## src/rtl/pulse_generator_pkg.sv

```systemverilog
`default_nettype none
// ============================================================================
// Module      : pulse_generator_pkg
// Description : Shared types and constants for the pulse generator family.
//               Holds the burst sequencer state encoding, the default
//               wait-state timeout and a small width helper.
// Revision    : 1.0 - initial release
// ============================================================================
package pulse_generator_pkg;

    typedef enum logic [2:0] {
        SEQ_IDLE      = 3'd0,
        SEQ_ISSUE     = 3'd1,
        SEQ_WAIT_HIGH = 3'd2,
        SEQ_WAIT_LOW  = 3'd3,
        SEQ_GAP       = 3'd4
    } seq_state_t;

    localparam int SEQ_TIMEOUT_DEFAULT = 255;

    // Minimum number of bits needed to hold max_val (at least 1).
    function automatic int seq_cnt_width(input int max_val);
        int w;
        w = 1;
        while ((max_val >> w) != 0) begin
            w++;
        end
        return w;
    endfunction

endpackage
`default_nettype wire

```

## src/rtl/pulse_seq_down_counter.sv

```systemverilog
`default_nettype none
// ============================================================================
// Module      : pulse_seq_down_counter
// Description : Loadable down counter that stops at zero. Used by the burst
//               sequencer for both the inter-pulse gap and the wait timeout.
// Ports       : clk, reset    - clock, synchronous active-high reset
//               load_i        - load load_value_i (takes priority over en_i)
//               load_value_i  - value to load
//               en_i          - decrement by one while non-zero
//               zero_o        - counter currently holds zero
// Revision    : 1.0 - initial release
// ============================================================================
module pulse_seq_down_counter
    import pulse_generator_pkg::*;
#(
    parameter int WIDTH = 8
) (
    input  logic             clk,
    input  logic             reset,
    input  logic             load_i,
    input  logic [WIDTH-1:0] load_value_i,
    input  logic             en_i,
    output logic             zero_o
);

    logic [WIDTH-1:0] count_q;
    logic [WIDTH-1:0] count_d;

    always_comb begin
        count_d = count_q;
        if (load_i) begin
            count_d = load_value_i;
        end else if (en_i && (count_q != '0)) begin
            count_d = count_q - WIDTH'(1);
        end
    end

    always_ff @(posedge clk) begin
        if (reset) begin
            count_q <= '0;
        end else begin
            count_q <= count_d;
        end
    end

    assign zero_o = (count_q == '0);

endmodule
`default_nettype wire

```

## src/rtl/pulse_burst_sequencer.sv

```systemverilog
`default_nettype none
// ============================================================================
// Module      : pulse_burst_sequencer
// Description : Turns one trigger into a burst of start strobes for a pulse
//               generator, waiting for each pulse to rise and fall and then a
//               programmable gap before the next strobe. Reports done,
//               timeout / ready-loss errors and ignored (overrun) triggers.
// Ports       : clk, reset     - clock, synchronous active-high reset
//               trigger_i      - burst request
//               burst_count_i  - pulses per burst (latched on accept)
//               gap_cycles_i   - idle cycles between fall and next start
//               gen_ready_i    - generator ready flag
//               gen_pulse_i    - generator pulse output
//               start_o        - one-cycle start strobe
//               busy_o         - sequencer not idle
//               done_o         - one-cycle burst-complete strobe
//               error_o        - one-cycle timeout / ready-loss strobe
//               overrun_o      - one-cycle ignored-trigger strobe
//               pulses_sent_o  - pulses completed in current/last burst
// Revision    : 1.0 - initial release
// ============================================================================
module pulse_burst_sequencer
    import pulse_generator_pkg::*;
#(
    parameter int CNT_W          = 8,
    parameter int GAP_W          = 16,
    parameter int TIMEOUT_CYCLES = SEQ_TIMEOUT_DEFAULT   // must be >= 1
) (
    input  logic             clk,
    input  logic             reset,
    input  logic             trigger_i,
    input  logic [CNT_W-1:0] burst_count_i,
    input  logic [GAP_W-1:0] gap_cycles_i,
    input  logic             gen_ready_i,
    input  logic             gen_pulse_i,
    output logic             start_o,
    output logic             busy_o,
    output logic             done_o,
    output logic             error_o,
    output logic             overrun_o,
    output logic [CNT_W-1:0] pulses_sent_o
);

    // Timeout counter holds "remaining cycles minus one" so that reaching
    // zero while still waiting means TIMEOUT_CYCLES cycles have elapsed.
    localparam int              TO_W      = seq_cnt_width(TIMEOUT_CYCLES - 1);
    localparam logic [TO_W-1:0] TO_RELOAD = TO_W'(TIMEOUT_CYCLES - 1);

    seq_state_t       state_q, state_d;
    logic             start_q, start_d;
    logic             busy_q, busy_d;
    logic             done_q, done_d;
    logic             error_q, error_d;
    logic             overrun_q, overrun_d;
    logic             ovr_pend_q, ovr_pend_d;
    logic [CNT_W-1:0] count_q, count_d;
    logic [CNT_W-1:0] sent_q, sent_d;
    logic [GAP_W-1:0] gap_q, gap_d;

    logic             w_to_load, w_to_en, w_to_zero;
    logic             w_gap_load, w_gap_en, w_gap_zero;
    logic [CNT_W-1:0] w_sent_inc;
    logic             w_ovr_req;

    assign w_sent_inc = sent_q + CNT_W'(1);

    pulse_seq_down_counter #(.WIDTH(TO_W)) u_timeout_cnt (
        .clk          (clk),
        .reset        (reset),
        .load_i       (w_to_load),
        .load_value_i (TO_RELOAD),
        .en_i         (w_to_en),
        .zero_o       (w_to_zero)
    );

    pulse_seq_down_counter #(.WIDTH(GAP_W)) u_gap_cnt (
        .clk          (clk),
        .reset        (reset),
        .load_i       (w_gap_load),
        .load_value_i (gap_q - GAP_W'(1)),
        .en_i         (w_gap_en),
        .zero_o       (w_gap_zero)
    );

    always_comb begin
        state_d    = state_q;
        done_d     = 1'b0;
        error_d    = 1'b0;
        count_d    = count_q;
        gap_d      = gap_q;
        sent_d     = sent_q;
        w_to_load  = 1'b0;
        w_to_en    = 1'b0;
        w_gap_load = 1'b0;
        w_gap_en   = 1'b0;

        case (state_q)
            SEQ_IDLE: begin
                // Triggers without a ready generator or with a zero count
                // are dropped without any strobe.
                if (trigger_i && gen_ready_i && (burst_count_i != '0)) begin
                    count_d = burst_count_i;
                    gap_d   = gap_cycles_i;
                    sent_d  = '0;
                    state_d = SEQ_ISSUE;
                end
            end
            SEQ_ISSUE: begin
                w_to_load = 1'b1;
                state_d   = SEQ_WAIT_HIGH;
            end
            SEQ_WAIT_HIGH: begin
                if (gen_pulse_i) begin
                    w_to_load = 1'b1;
                    state_d   = SEQ_WAIT_LOW;
                end else if (w_to_zero) begin
                    error_d = 1'b1;
                    state_d = SEQ_IDLE;
                end else begin
                    w_to_en = 1'b1;
                end
            end
            SEQ_WAIT_LOW: begin
                if (!gen_pulse_i) begin
                    sent_d = w_sent_inc;
                    if (w_sent_inc == count_q) begin
                        done_d  = 1'b1;
                        state_d = SEQ_IDLE;
                    end else if (gap_q == '0) begin
                        state_d = SEQ_ISSUE;
                    end else begin
                        w_gap_load = 1'b1;
                        state_d    = SEQ_GAP;
                    end
                end else if (w_to_zero) begin
                    error_d = 1'b1;
                    state_d = SEQ_IDLE;
                end else begin
                    w_to_en = 1'b1;
                end
            end
            SEQ_GAP: begin
                if (w_gap_zero) begin
                    state_d = SEQ_ISSUE;
                end else begin
                    w_gap_en = 1'b1;
                end
            end
            default: begin
                state_d = SEQ_IDLE;
            end
        endcase

        // Losing the generator aborts the burst and wins over any transition
        // decided above, including a pulse completion seen this same cycle.
        if ((state_q != SEQ_IDLE) && !gen_ready_i) begin
            state_d = SEQ_IDLE;
            error_d = 1'b1;
            done_d  = 1'b0;
            sent_d  = sent_q;
        end
    end

    always_comb begin
        start_d = (state_d == SEQ_ISSUE);
        busy_d  = (state_d != SEQ_IDLE);

        // An overrun request that would coincide with a start strobe is held
        // for one cycle; the cycle after ISSUE never carries a strobe.
        w_ovr_req = (busy_q && trigger_i) || ovr_pend_q;
        if (start_d) begin
            overrun_d  = 1'b0;
            ovr_pend_d = w_ovr_req;
        end else begin
            overrun_d  = w_ovr_req;
            ovr_pend_d = 1'b0;
        end
    end

    always_ff @(posedge clk) begin
        if (reset) begin
            state_q    <= SEQ_IDLE;
            start_q    <= 1'b0;
            busy_q     <= 1'b0;
            done_q     <= 1'b0;
            error_q    <= 1'b0;
            overrun_q  <= 1'b0;
            ovr_pend_q <= 1'b0;
            count_q    <= '0;
            sent_q     <= '0;
            gap_q      <= '0;
        end else begin
            state_q    <= state_d;
            start_q    <= start_d;
            busy_q     <= busy_d;
            done_q     <= done_d;
            error_q    <= error_d;
            overrun_q  <= overrun_d;
            ovr_pend_q <= ovr_pend_d;
            count_q    <= count_d;
            sent_q     <= sent_d;
            gap_q      <= gap_d;
        end
    end

    assign start_o       = start_q;
    assign busy_o        = busy_q;
    assign done_o        = done_q;
    assign error_o       = error_q;
    assign overrun_o     = overrun_q;
    assign pulses_sent_o = sent_q;

endmodule
`default_nettype wire

```

## config.mk

```make
export PLATFORM = sky130hd
export DESIGN_NAME = pulse_burst_sequencer
export DESIGN_NICKNAME = d
export VERILOG_FILES = /design/src/rtl/pulse_generator_pkg.sv /design/src/rtl/pulse_seq_down_counter.sv /design/src/rtl/pulse_burst_sequencer.sv
export SDC_FILE = /design/constraint.sdc
export NUM_CORES = 1
export LEC_CHECK = 0
export CAP_MARGIN = 20
export CORE_ASPECT_RATIO = 0.7
export CORE_MARGIN = 2
export CORE_UTILIZATION = 45
export DETAILED_ROUTE_END_ITERATION = 8
export PLACE_DENSITY = 0.71
export SYNTH_ARGS = -nofsm -noshare
export SYNTH_HDL_FRONTEND = slang
export SYNTH_SLANG_ARGS = --single-unit
```

## constraint.sdc

```tcl
create_clock -name clk -period 5.15 [get_ports clk]
set_input_delay 1.03 -clock clk [delete_from_list [all_inputs] [get_ports clk]]
set_output_delay 1.03 -clock clk [all_outputs]
set_load 0.05 [all_outputs]
```

==> results by group, run 1 <==
Run status
  • Outcome: finished clean

Timing
  • Count of final hold-check violations: 0
  • Final Setup Violations: 0
  • RSZ-0062 raised after global routing: false
  • Post-route minimum period: 4.01 ns
  • Actual slew at the worst max-slew pin: 0.708 ns
  • Slew Limit Fails: 0
  • Slew HR: between 50% and 60%
  • Setup TNS Final: 0 ns
  • Final worst-path setup slack: 1.14 ns
  • Fmax: 249 MHz
  • Tcrit/Tclk final: ~78%
  • Worst Skew: 0.00778 ns

Power
  • Peak supply drop: 0.184 mV
  • Pwr dens: 361 nW/um2
  • P_leak: about 1.4 nW

Final layout
  • Most frequent cells in the layout: 66 x nand2_1, 65 x dfxtp_1, 52 x nor2_1
  • Area of the multi-input gates: 2020 um2
  • Fraction of layout cells with a size suffix above 1: 7.76%
  • Commonest non-fill, non-tap cell in the layout: nand2_1
  • Fill count: 715
  • Nets@finish: 494
  • Area added between synthesis and finish: 19.9%
  • Register area: 1300 um2
  • Inserted Diodes: 0

GRT
  • First-pass GRT wire length: 14100 um
  • Pin count of the biggest net entering global routing: 46
  • Initial antenna violation count: 0
  • Number of global-route vias before repair: 2848
  • Total gr overflow: 0
  • GRT Total Usage: 21.4%

Floorplan
  • Floorplan Core Area: 7350 um2
  • Row cnt: 26
  • Die area: roughly 8400 um2
  • I/O pin cnt: 42
  • Die width: between 100 and 150 um
  • Initial Util: 46.8%
  • Die H: 77.2 um

Clock tree
  • CTS tree: built
  • Clk pin slew, worst setup/hold paths: about 0.060 ns
  • Total CTS buffers: 9
  • Clock Root Buffer: clkbuf_8
  • Post-cts sizing count: 0
  • CTS Buffer Depth: 2
  • Skew-Pair Late Insertion Delay: 0.34 ns
  • Hold Buf Count CTS: 0
  • H-tree Lvls: 3
  • Clock sinks: 65
  • Setup Buffers After CTS: 0

Synth
  • Post-synthesis mux area share: 1.53%
  • Seq/Total Area, Yosys: between 30% and 40%
  • Post-synth top area share: between 30% and 40%
  • Synth area leaders: dfxtp_1 38%, nand2_1 7.2%, a21oi_1 6.1%
  • Yosys warnings: 0
  • Syn_nets: around 460
  • EDFF count, synth: 0
  • Post-Syn Instances: 426
  • Synthesized cell area: ~3400 um2
  • Simple-Gate Fraction of Synth Area: 28.5%
  • Main synth FF type: dfxtp_1
  • XOR/XNOR share of the synthesized area: about a tenth
  • Top cell type by total area after synthesis: dfxtp_1
  • Main combinational cell family by area after synthesis: simple AND/OR/NAND/NOR gates
  • Syn avg cell area: between 8 and 9 um2
  • Adder-Cell Fraction of Synth Area: 1.45%
  • Synth cell types: 57
  • Compound-Gate Fraction of Synth Area: 17.3%
  • Ys async rst share: 0%
  • Post-synthesis register bit count: 65

Placement
  • Dpl ws: 0.861 ns
  • DP HPWL: just over 6000 um
  • Port buffer count: between 40 and 50
  • GPL Wtd Cong: 0.917

Drt
  • WL final: 8450 um
  • Routed vias: 3142
  • Pre-Repair DR Iteration Count: 5
  • Routed len/inst: 15.0 um
  • Detailed Route Iter0 Violations: 188
  • Vias per inst: 5.59
  • Drt drc: 0
  • Post-DRT Antenna Nets: 0

Worst setup path
  • Setup CP Type: primary input to flip-flop
  • Critical path cell sequence: clkdlybuf4s50_1 -> nor4_2 -> buf_4 -> o21ai_2 -> a21oi_2 -> mux2i_1 -> ha_1 -> nand2_1 -> a31oi_1 -> nand3_1 -> xnor2_1 -> nor2_1 -> a211oi_1
  • Worst setup SP type: primary input
  • Critical path's slowest cell: clkdlybuf4s50_1
  • R2r setup slk: 1.20 ns
  • Slowest stage delay, CP: 0.50 ns
  • Max FO, Critical Path: 15
  • Critical Path AT: around 4.3 ns
  • Buffers and inverters on the worst path: 2
  • Crit path max-delay family: compound AO/OA/AOI/OAI gates
  • Setup crit end kind: flip-flop
  • WP data required: 5.40 ns

Run
  • Max-cap violations: 0

Hold path
  • Hold/Removal Path Class: flip-flop to flip-flop
==> worst reg2reg max path, stage by stage (launching register included) <==
cell and delay, ns:
dfxtp_1 0.54, ha_1 0.39, a21oi_1 0.07, o211a_1 0.22, a211oi_1 0.20, o22ai_1 0.19
a21oi_2 0.56, mux2i_1 0.28, ha_1 0.24, nand2_1 0.08, a31oi_1 0.45, nand3_1 0.17
xnor2_1 0.19, nor2_1 0.05, a211oi_1 0.22
==> state kept, by name (all words and copies together) (netlist names) <==
name	flops
gap_q	16
u_gap_cnt.count_q	16
count_q	8
pulses_sent_o	8
u_timeout_cnt.count_q	8
state_q	3
busy_o	1
done_o	1
error_o	1
overrun_o	1
ovr_pend_q	1
start_o	1
==> worst paths after layout <==
| kind | start | endpoint | depth (start not counted) |
|---|---|---|---|
| hold reg to reg | count_q[1] | count_q[1] | 2 |
| hold / removal | count_q[1] | count_q[1] | 2 |
| setup / recovery | gen_pulse_i | u_gap_cnt.count_q[12] | 13 |
| setup reg to reg | pulses_sent_o[0] | u_gap_cnt.count_q[12] | 14 |
==> synthesized netlist by cell type (5+ instances only) <==
| cell type | n |
|---|---|
| a211oi_1 | 11 |
| xnor2_1 | 24 |
| xor2_1 | 15 |
| inv_1 | 7 |
| or4_1 | 6 |
| nor4_1 | 8 |
| nand2_1 | 66 |
| dfxtp_1 | 65 |
| nor3_1 | 9 |
| nand2b_1 | 9 |
| a31oi_1 | 5 |
| clkbuf_1 | 17 |
| a21oi_1 | 42 |
| nand3_1 | 9 |
| o21ai_0 | 10 |
| nor2_1 | 52 |
==> per-layer routing <==
layer | vias up | wire length [um] | GRT usage [%]
met3 | 11 | 585 | 6.38
li1 | 1577 | - | -
met1 | 1457 | 4400 | 33.4
met2 | 97 | 3380 | 28.0
met4 | 0 | 88 | 5.64
met5 | - | 0 | 0
==> cell type report <==
| type | count | area share (%) |
|---|---|---|
| Clock inverter | 3 | 1.58 |
| Sequential cell | 65 | 31.6 |
| Timing Repair Buffer | 45 | 10.6 |
| Clock buffer | 11 | 3.67 |
| Tap cell | 98 | 2.97 |
| Inverter | 7 | 0.637 |
| Multi-Input combinational cell | 333 | 49.0 |
==> cells by family (layout without fill, tap and decap cells) <==
kind of cell / count (synthesis) / after routing
buffers and inverters: 28 / 66
DFF: 65 / 65
muxes: 5 / 5
xor gates and xnor gates: 39 / 39
AOI/OAI and AO/OA: 94 / 94
adders and majority gates: 4 / 4
and+or+nand+nor: 191 / 191
==> power breakdown <==
group	switching [mW]	total (mW)	internal (mW)
registers	0.0535	0.607	0.553
logic	0.236	0.399	0.163
clock network	0.188	0.481	0.293
==> through the flow <==
stage	cell area [um2]	hold WS (ns)	power, mW	std cells	utilization, %
floorplan	3440	0.448	0.899	426	-
finish	4120	0.480	1.49	562	56.1
CTS	4120	0.482	1.49	562	56.1
detailed placement	3910	0.472	1.01	548	53.1
global route	4120	0.505	1.58	562	56.1
global placement	3910	0.461	0.998	548	53.1
Note: power is estimated with default switching activity, not from simulation.
==> run 2: changes to the inputs <==
Clock period 5.15 ns to 4 ns, I/O delays scaled along.
==> results by group, run 2 (synthesis results as in run 1) <==
Clock tree
  • Post-cts sizing count: 0 (unchanged)
  • Skew-Pair Late Insertion Delay: 0.35 ns (about the same)
  • Setup Buffers After CTS: 0 (unchanged)
  • Clock Root Buffer: clkbuf_8
  • CTS Buffer Depth: 2 (unchanged)
  • Clk pin slew, worst setup/hold paths: 0.07 ns (about the same)
  • Total CTS buffers: 9 (unchanged)
  • Hold Buf Count CTS: 0 (unchanged)
  • H-tree Lvls: 3 (unchanged)
  • Clock sinks: 65 (unchanged)
  • CTS tree: built

Floorplan
  • I/O pin cnt: 42 (unchanged)
  • Die area: 8370 um2 (unchanged)
  • Floorplan Core Area: 7350 um2 (unchanged)
  • Initial Util: 46.8% (unchanged)
  • Die H: 77.2 um (unchanged)
  • Die width: 109 um (unchanged)
  • Row cnt: 26 (unchanged)

Worst setup path
  • Setup CP Type: flip-flop to flip-flop
  • R2r startpoint: pulses_sent_o[2]
  • Setup crit end kind: flip-flop
  • Critical Path AT: 3.88 ns (-0.38 ns)
  • WP data required: 4.25 ns (-1.15 ns)
  • Crit Reg-Reg Endpoint: u_gap_cnt.count_q[14]
  • Setup crit start: pulses_sent_o[2]
  • R2R depth: 13 (-1)
  • Worst setup SP type: flip-flop
  • R2r setup slk: 0.38 ns (-0.82 ns)
  • Max FO, Critical Path: 9 (-6)

Final layout
  • Fraction of layout cells with a size suffix above 1: 8.33% (+0.57 points)
  • Most frequent cells in the layout: 66 x nand2_1, 65 x dfxtp_1, 52 x nor2_1
  • Nets@finish: 496 (+0.40%)
  • Commonest non-fill, non-tap cell in the layout: nand2_1
  • Inserted Diodes: 0 (unchanged)
  • Area added between synthesis and finish: 18.7%
  • Regs by FF count: gap_q x16, u_gap_cnt.count_q x16

GRT
  • Number of global-route vias before repair: 2786 (-2.2%)
  • Pin count of the biggest net entering global routing: 41 (-11%)
  • GRT Total Usage: 20.9% (-0.53 points)
  • First-pass GRT wire length: 13700 um (-2.9%)
  • Total gr overflow: 0 (unchanged)
  • Initial antenna violation count: 0 (unchanged)

Power
  • Flop pwr share: 43.9% (+3.1 points)
  • Clock Power Share: 26.9% (-5.5 points)
  • Combinational share of power: 29.1% (+2.3 points)
  • P_sw: 631 uW (+32%)
  • Pwr dens: 435 nW/um2 (+21%)
  • Sw Ratio: 35.5% (+3.4 points)
  • Peak supply drop: 0.265 mV (+44%)
  • P_leak: 1.43 nW (-1.3%)
  • Total Power: 1.78 mW (+19%)
  • Internal power: 1.14 mW (+13%)

Hold path
  • Hold endpoint: count_q[2]
  • Hold Path Stages: 2 (unchanged)
  • Worst hold start: count_q[2]
  • Hold/Removal Path Class: flip-flop to flip-flop

Timing
  • Count of final hold-check violations: 0 (unchanged)
  • Setup TNS Final: 0 ns (unchanged)
  • RSZ-0062 raised after global routing: false
  • Worst Skew: 0.00903 ns (+0.00125 ns)
  • Slew Limit Fails: 0 (unchanged)
  • Fmax: 276 MHz
  • Actual slew at the worst max-slew pin: 0.800 ns (+0.0924 ns)
  • Post-route minimum period: 3.62 ns
  • Tcrit/Tclk final: between 90% and 100%
  • Slew HR: 46.7% (-5.8 points)
  • Final Setup Violations: 0 (unchanged)
  • Final worst-path setup slack: 0.375 ns (-0.766 ns)

Placement
  • Port buffer count: 41 (unchanged)
  • Dpl ws: 0.317 ns (-0.544 ns)
  • DP HPWL: 5940 um (-3.1%)
  • GPL Wtd Cong: 0.870 (-5.1%)

Run
  • Max-cap violations: 0 (unchanged)

Drt
  • Routed len/inst: 14.6 um (-2.9%)
  • Drt drc: 0 (unchanged)
  • Detailed Route Iter0 Violations: 294 (+56%)
  • Post-DRT Antenna Nets: 0 (unchanged)
  • Vias per inst: 5.54 (-0.99%)
  • Pre-Repair DR Iteration Count: 5 (unchanged)
  • Routed vias: 3133 (-0.29%)
  • WL final: 8260 um (-2.2%)

Run status
  • Outcome: finished clean
==> run 2: changes by cell type in the layout (fill, tap and decap cells not counted), sizes merged <==
| cell | previous run | this run |
|---|---|---|
| buf | 5 | 7 |
| bufinv | 2 | 0 |
| clkinvlp | 0 | 2 |
| clkinv | 1 | 4 |
| clkbuf | 11 | 10 |
==> run 2: metrics by stage <==
step / area [um2] / util [%] / hold WS, ns / cells
after floorplan: 3440 / - / 0.448 / 426
after global placement: 3920 / 53.4 / 0.468 / 550
after detailed placement: 3920 / 53.4 / 0.473 / 550
after CTS: 4090 / 55.6 / 0.483 / 566
after global routing: 4090 / 55.6 / 0.503 / 566
final: 4090 / 55.6 / 0.482 / 566
==> run 2: layout make-up <==
class / instances / area, um2
fill: 703 / 3270
multi-input combinational: 333 / 2020
sequential: 65 / 1300
timing repair buffer: 47 / 450
clock buffer: 10 / 128
tap: 98 / 123
clock inverter: 6 / 35.0
inverter: 7 / 26.3
==> run 2: worst max path at each step <==
stage                       endpoint  depth (start not counted)
3_5_place_dp   u_gap_cnt.count_q[14]                         12
2_1_floorplan  u_gap_cnt.count_q[12]                         16
6_report       u_gap_cnt.count_q[14]                         13
5_1_grt        u_gap_cnt.count_q[14]                         13
3_3_place_gp   u_gap_cnt.count_q[12]                         12
4_1_cts        u_gap_cnt.count_q[14]                         14
==> run 2: power by group through the flow <==
stage | sequential, mW | combinational (mW) | clock [mW]
after global placement | 0.790 | 0.496 | 0
after CTS | 0.778 | 0.513 | 0.486
after floorplan | 0.803 | 0.354 | 0
after detailed placement | 0.793 | 0.508 | 0
final | 0.780 | 0.517 | 0.478
after global routing | 0.789 | 0.574 | 0.516
==> run 2: per-layer routing <==
| metal | GRT usage [%] | share of wire, % | vias up |
|---|---|---|---|
| met5 | 0 | 0 | - |
| met4 | 5.77 | 1.1 | 0 |
| met3 | 6.12 | 6.4 | 9 |
| met2 | 28.2 | 41 | 99 |
| met1 | 31.7 | 51 | 1447 |
| li1 | - | - | 1578 |
==> run 2: critical path, stage by stage (launching register included) <==
cell	delay, ns
dfxtp_1	0.50
nand4_1	0.34
o211a_1	0.32
a211oi_1	0.21
o22ai_1	0.20
a21oi_2	0.26
mux2i_1	0.23
ha_1	0.23
nand2_1	0.08
a31oi_1	0.49
nand3_1	0.17
xnor2_1	0.19
nor2_1	0.06
a211oi_1	0.25
==> run 3: changes to the inputs <==
Settings changed: ABC_AREA set to 1, CELL_PAD_IN_SITES_DETAIL_PLACEMENT set to 0, CELL_PAD_IN_SITES_GLOBAL_PLACEMENT set to 2, CORE_UTILIZATION 45 to 31, PLACE_DENSITY 0.71 to 0.84.
==> results by group, run 3 <==
Synth
  • Synth area leaders: dfxtp_1 34%, nand2_1 13%, inv_1 7.8%
  • Post-synthesis register bit count: 65 (unchanged)
  • Synth cell types: 41 (-28%)
  • Top cell type by total area after synthesis: dfxtp_1
  • Top cells by count, synth: 128 x nand2_1, 79 x inv_1, 66 x nor2_1
  • Count leader, synth: nand2_1
  • Yosys warnings: 0 (unchanged)
  • Synthesized cell area: 3780 um2 (+10%)
  • EDFF count, synth: 0 (unchanged)
  • Post-synth top area share: 34.4% (-3.4 points)
  • Syn_nets: 611 (+33%)
  • Main synth FF type: dfxtp_1
  • Seq/Total Area, Yosys: 34.4% (-3.4 points)
  • Ys async rst share: 0% (unchanged)
  • Syn avg cell area: 6.55 um2 (-19%)
  • Post-Syn Instances: 578 (+36%)

Clock tree
  • Clock sinks: 65 (unchanged)
  • Clock Root Buffer: clkbuf_16
  • Skew-Pair Late Insertion Delay: 0.33 ns (-0.02 ns)
  • CTS Buffer Depth: 2 (unchanged)
  • CTS tree: built
  • Post-cts sizing count: 0 (unchanged)
  • H-tree Lvls: 3 (unchanged)
  • Total CTS buffers: 9 (unchanged)
  • Hold Buf Count CTS: 0 (unchanged)
  • Setup Buffers After CTS: 0 (unchanged)
  • Clk pin slew, worst setup/hold paths: 0.06 ns (about the same)

Worst setup path
  • R2r startpoint: pulses_sent_o[0]
  • WP depth: 20 (+7)
  • Critical path cell sequence: ha_1 -> nand2_2 -> nor2_2 -> nand2_1 -> nand3b_2 -> nand3_1 -> nor2_2 -> nand3_2 -> buf_4 -> nand3_2 -> nand2_2 -> inv_1 -> ha_1 -> nand3_1 -> nor2_2 -> nand2_1 -> o21ai_0 -> nand3_1 -> nand3_1 -> inv_1
  • Setup crit start: pulses_sent_o[0]
  • Setup CP Type: flip-flop to flip-flop
  • Buffers and inverters on the worst path: 3 (+3)
  • CP dominant cell by count: nand3_1
  • Slowest stage delay, CP: 0.42 ns (-0.08 ns)
  • WP data required: 4.23 ns (-0.02 ns)
  • Critical path's slowest cell: dfxtp_1
  • Critical Path AT: 3.25 ns (-0.63 ns)
  • Crit path max-delay family: simple AND/OR/NAND/NOR gates
  • Setup crit end kind: flip-flop
  • R2R depth: 20 (+7)
  • Worst setup SP type: flip-flop
  • Max FO, Critical Path: 20 (+11)

GRT
  • Pin count of the biggest net entering global routing: 35 (-15%)
  • Initial antenna violation count: 0 (unchanged)
  • Number of global-route vias before repair: 3587 (+29%)
  • First-pass GRT wire length: 18900 um (+37%)
  • GRT Total Usage: 18.9% (-2.0 points)
  • Total gr overflow: 0 (unchanged)

Timing
  • Setup TNS Final: 0 ns (unchanged)
  • Worst hold slack: 0.480 ns (-0.00147 ns)
  • Count of final hold-check violations: 0 (unchanged)
  • Final worst-path setup slack: 0.971 ns (+0.596 ns)
  • Worst Skew: 0.00519 ns (-0.00384 ns)
  • Fmax: 330 MHz (+20%)
  • Slew HR: 47.0% (+0.31 points)
  • RSZ-0062 raised after global routing: false
  • Slew Limit Fails: 0 (unchanged)
  • Final Setup Violations: 0 (unchanged)
  • Actual slew at the worst max-slew pin: 0.790 ns (-0.0100 ns)
  • Tcrit/Tclk final: 75.7% (-15 points)
  • Post-route minimum period: 3.03 ns (-0.596 ns)

Placement
  • DP HPWL: 8490 um (+43%)
  • Port buffer count: 41 (unchanged)
  • GPL Wtd Cong: 0.889 (+2.2%)
  • Dpl ws: 0.795 ns (+0.478 ns)
  • DP Area: 4330 um2 (+10%)

Drt
  • Routed vias: 3717 (+19%)
  • Drt drc: 0 (unchanged)
  • Post-DRT Antenna Nets: 0 (unchanged)
  • Pre-Repair DR Iteration Count: 4 (-1)
  • Vias per inst: 4.77 (-14%)
  • Detailed Route Iter0 Violations: 238 (-19%)
  • Met3 WL post-DR: 734 um (+39%)
  • Routed len/inst: 14.4 um (-1.3%)
  • WL final: 11200 um (+36%)
  • M1 WL: 6180 um (+46%)
  • Top Layer Used: met4
  • Met2 WL post-DR: 4230 um (+25%)

Power
  • Total Power: 1.83 mW (+2.8%)
  • Pwr dens: 391 nW/um2 (-9.9%)
  • P_leak: 2.13 nW (+49%)
  • Peak supply drop: 0.281 mV (+5.9%)

Floorplan
  • Floorplan Core Area: 11800 um2 (+61%)
  • Initial Util: 32.0% (-15 points)
  • Die area: 13100 um2 (+57%)
  • Row cnt: 33 (+27%)
  • Die width: 136 um (+25%)
  • I/O pin cnt: 42 (unchanged)
  • Die H: 96.4 um (+25%)

Final layout
  • Inserted Diodes: 0 (unchanged)
  • Fraction of layout cells with a size suffix above 1: 10.9% (+2.6 points)
  • Fill count: 1286 (+83%)
  • Register area: 1300 um2 (unchanged)
  • Nets@finish: 651 (+31%)
  • Area of the multi-input gates: 2060 um2 (+2.1%)
  • Regs by FF count: gap_q x16, u_gap_cnt.count_q x16
  • Most frequent cells in the layout: 128 x nand2_1, 79 x inv_1, 66 x nor2_1
  • Commonest non-fill, non-tap cell in the layout: nand2_1
  • Fin area: 4660 um2 (+14%)
  • Area added between synthesis and finish: 23.2%

Run
  • Max-cap violations: 0 (unchanged)

Hold path
  • Worst hold start: count_q[7]
  • Hold Path Stages: 2 (unchanged)
  • Hold/Removal Path Class: flip-flop to flip-flop

Run status
  • Outcome: finished clean
## run 3: final cells by class
| class | count | area share (%) |
|---|---|---|
| Clock buffer | 10 | 5.12 |
| Timing Repair Buffer | 49 | 10.1 |
| Inverter | 80 | 6.44 |
| Multi-Input combinational cell | 413 | 44.3 |
| Tap cell | 157 | 4.21 |
| Sequential cell | 65 | 27.9 |
| Clock inverter | 6 | 1.96 |
## run 3: logic make-up after synthesis
kind of cell / Yosys count / synth area share [%]
compound gates: 101 / 14.9
xor+xnor: 3 / 0.695
buf+inv: 100 / 11.1
flops: 65 / 34.4
fa+ha+maj: 4 / 1.32
simple gates: 305 / 37.5
## run 3: power by group
part | switching [mW] | leakage [nW] | internal (mW)
clock network | 0.305 | 0.151 | 0.563
registers | 0.0267 | 0.529 | 0.683
logic | 0.152 | 1.45 | 0.0951
## run 3: worst min-delay path, cell delays in order, from the launching register on
cell     delay, ns
dfxtp_1       0.31
inv_1         0.06
a21oi_1       0.06
## run 3: worst paths after layout
| path | slack [ns] | to |
|---|---|---|
| min reg2reg | 0.48 | count_q[7] |
| min | 0.48 | count_q[7] |
| max reg2reg | 0.97 | u_gap_cnt.count_q[10] |
| max | 0.97 | u_gap_cnt.count_q[10] |
## run 3: metrics by stage
stage | utilization (%) | instances
global placement | 36.7 | 764
floorplan | - | 578
finish | 39.5 | 780
detailed placement | 36.7 | 764
CTS | 39.5 | 780
global route | 39.5 | 780
## run 3: layer usage
layer  vias up  global-route usage [%]
met4         0                    4.08
li1       1950                       -
met3         7                    5.79
met5         -                       0
met2        84                    26.0
met1      1676                    28.4
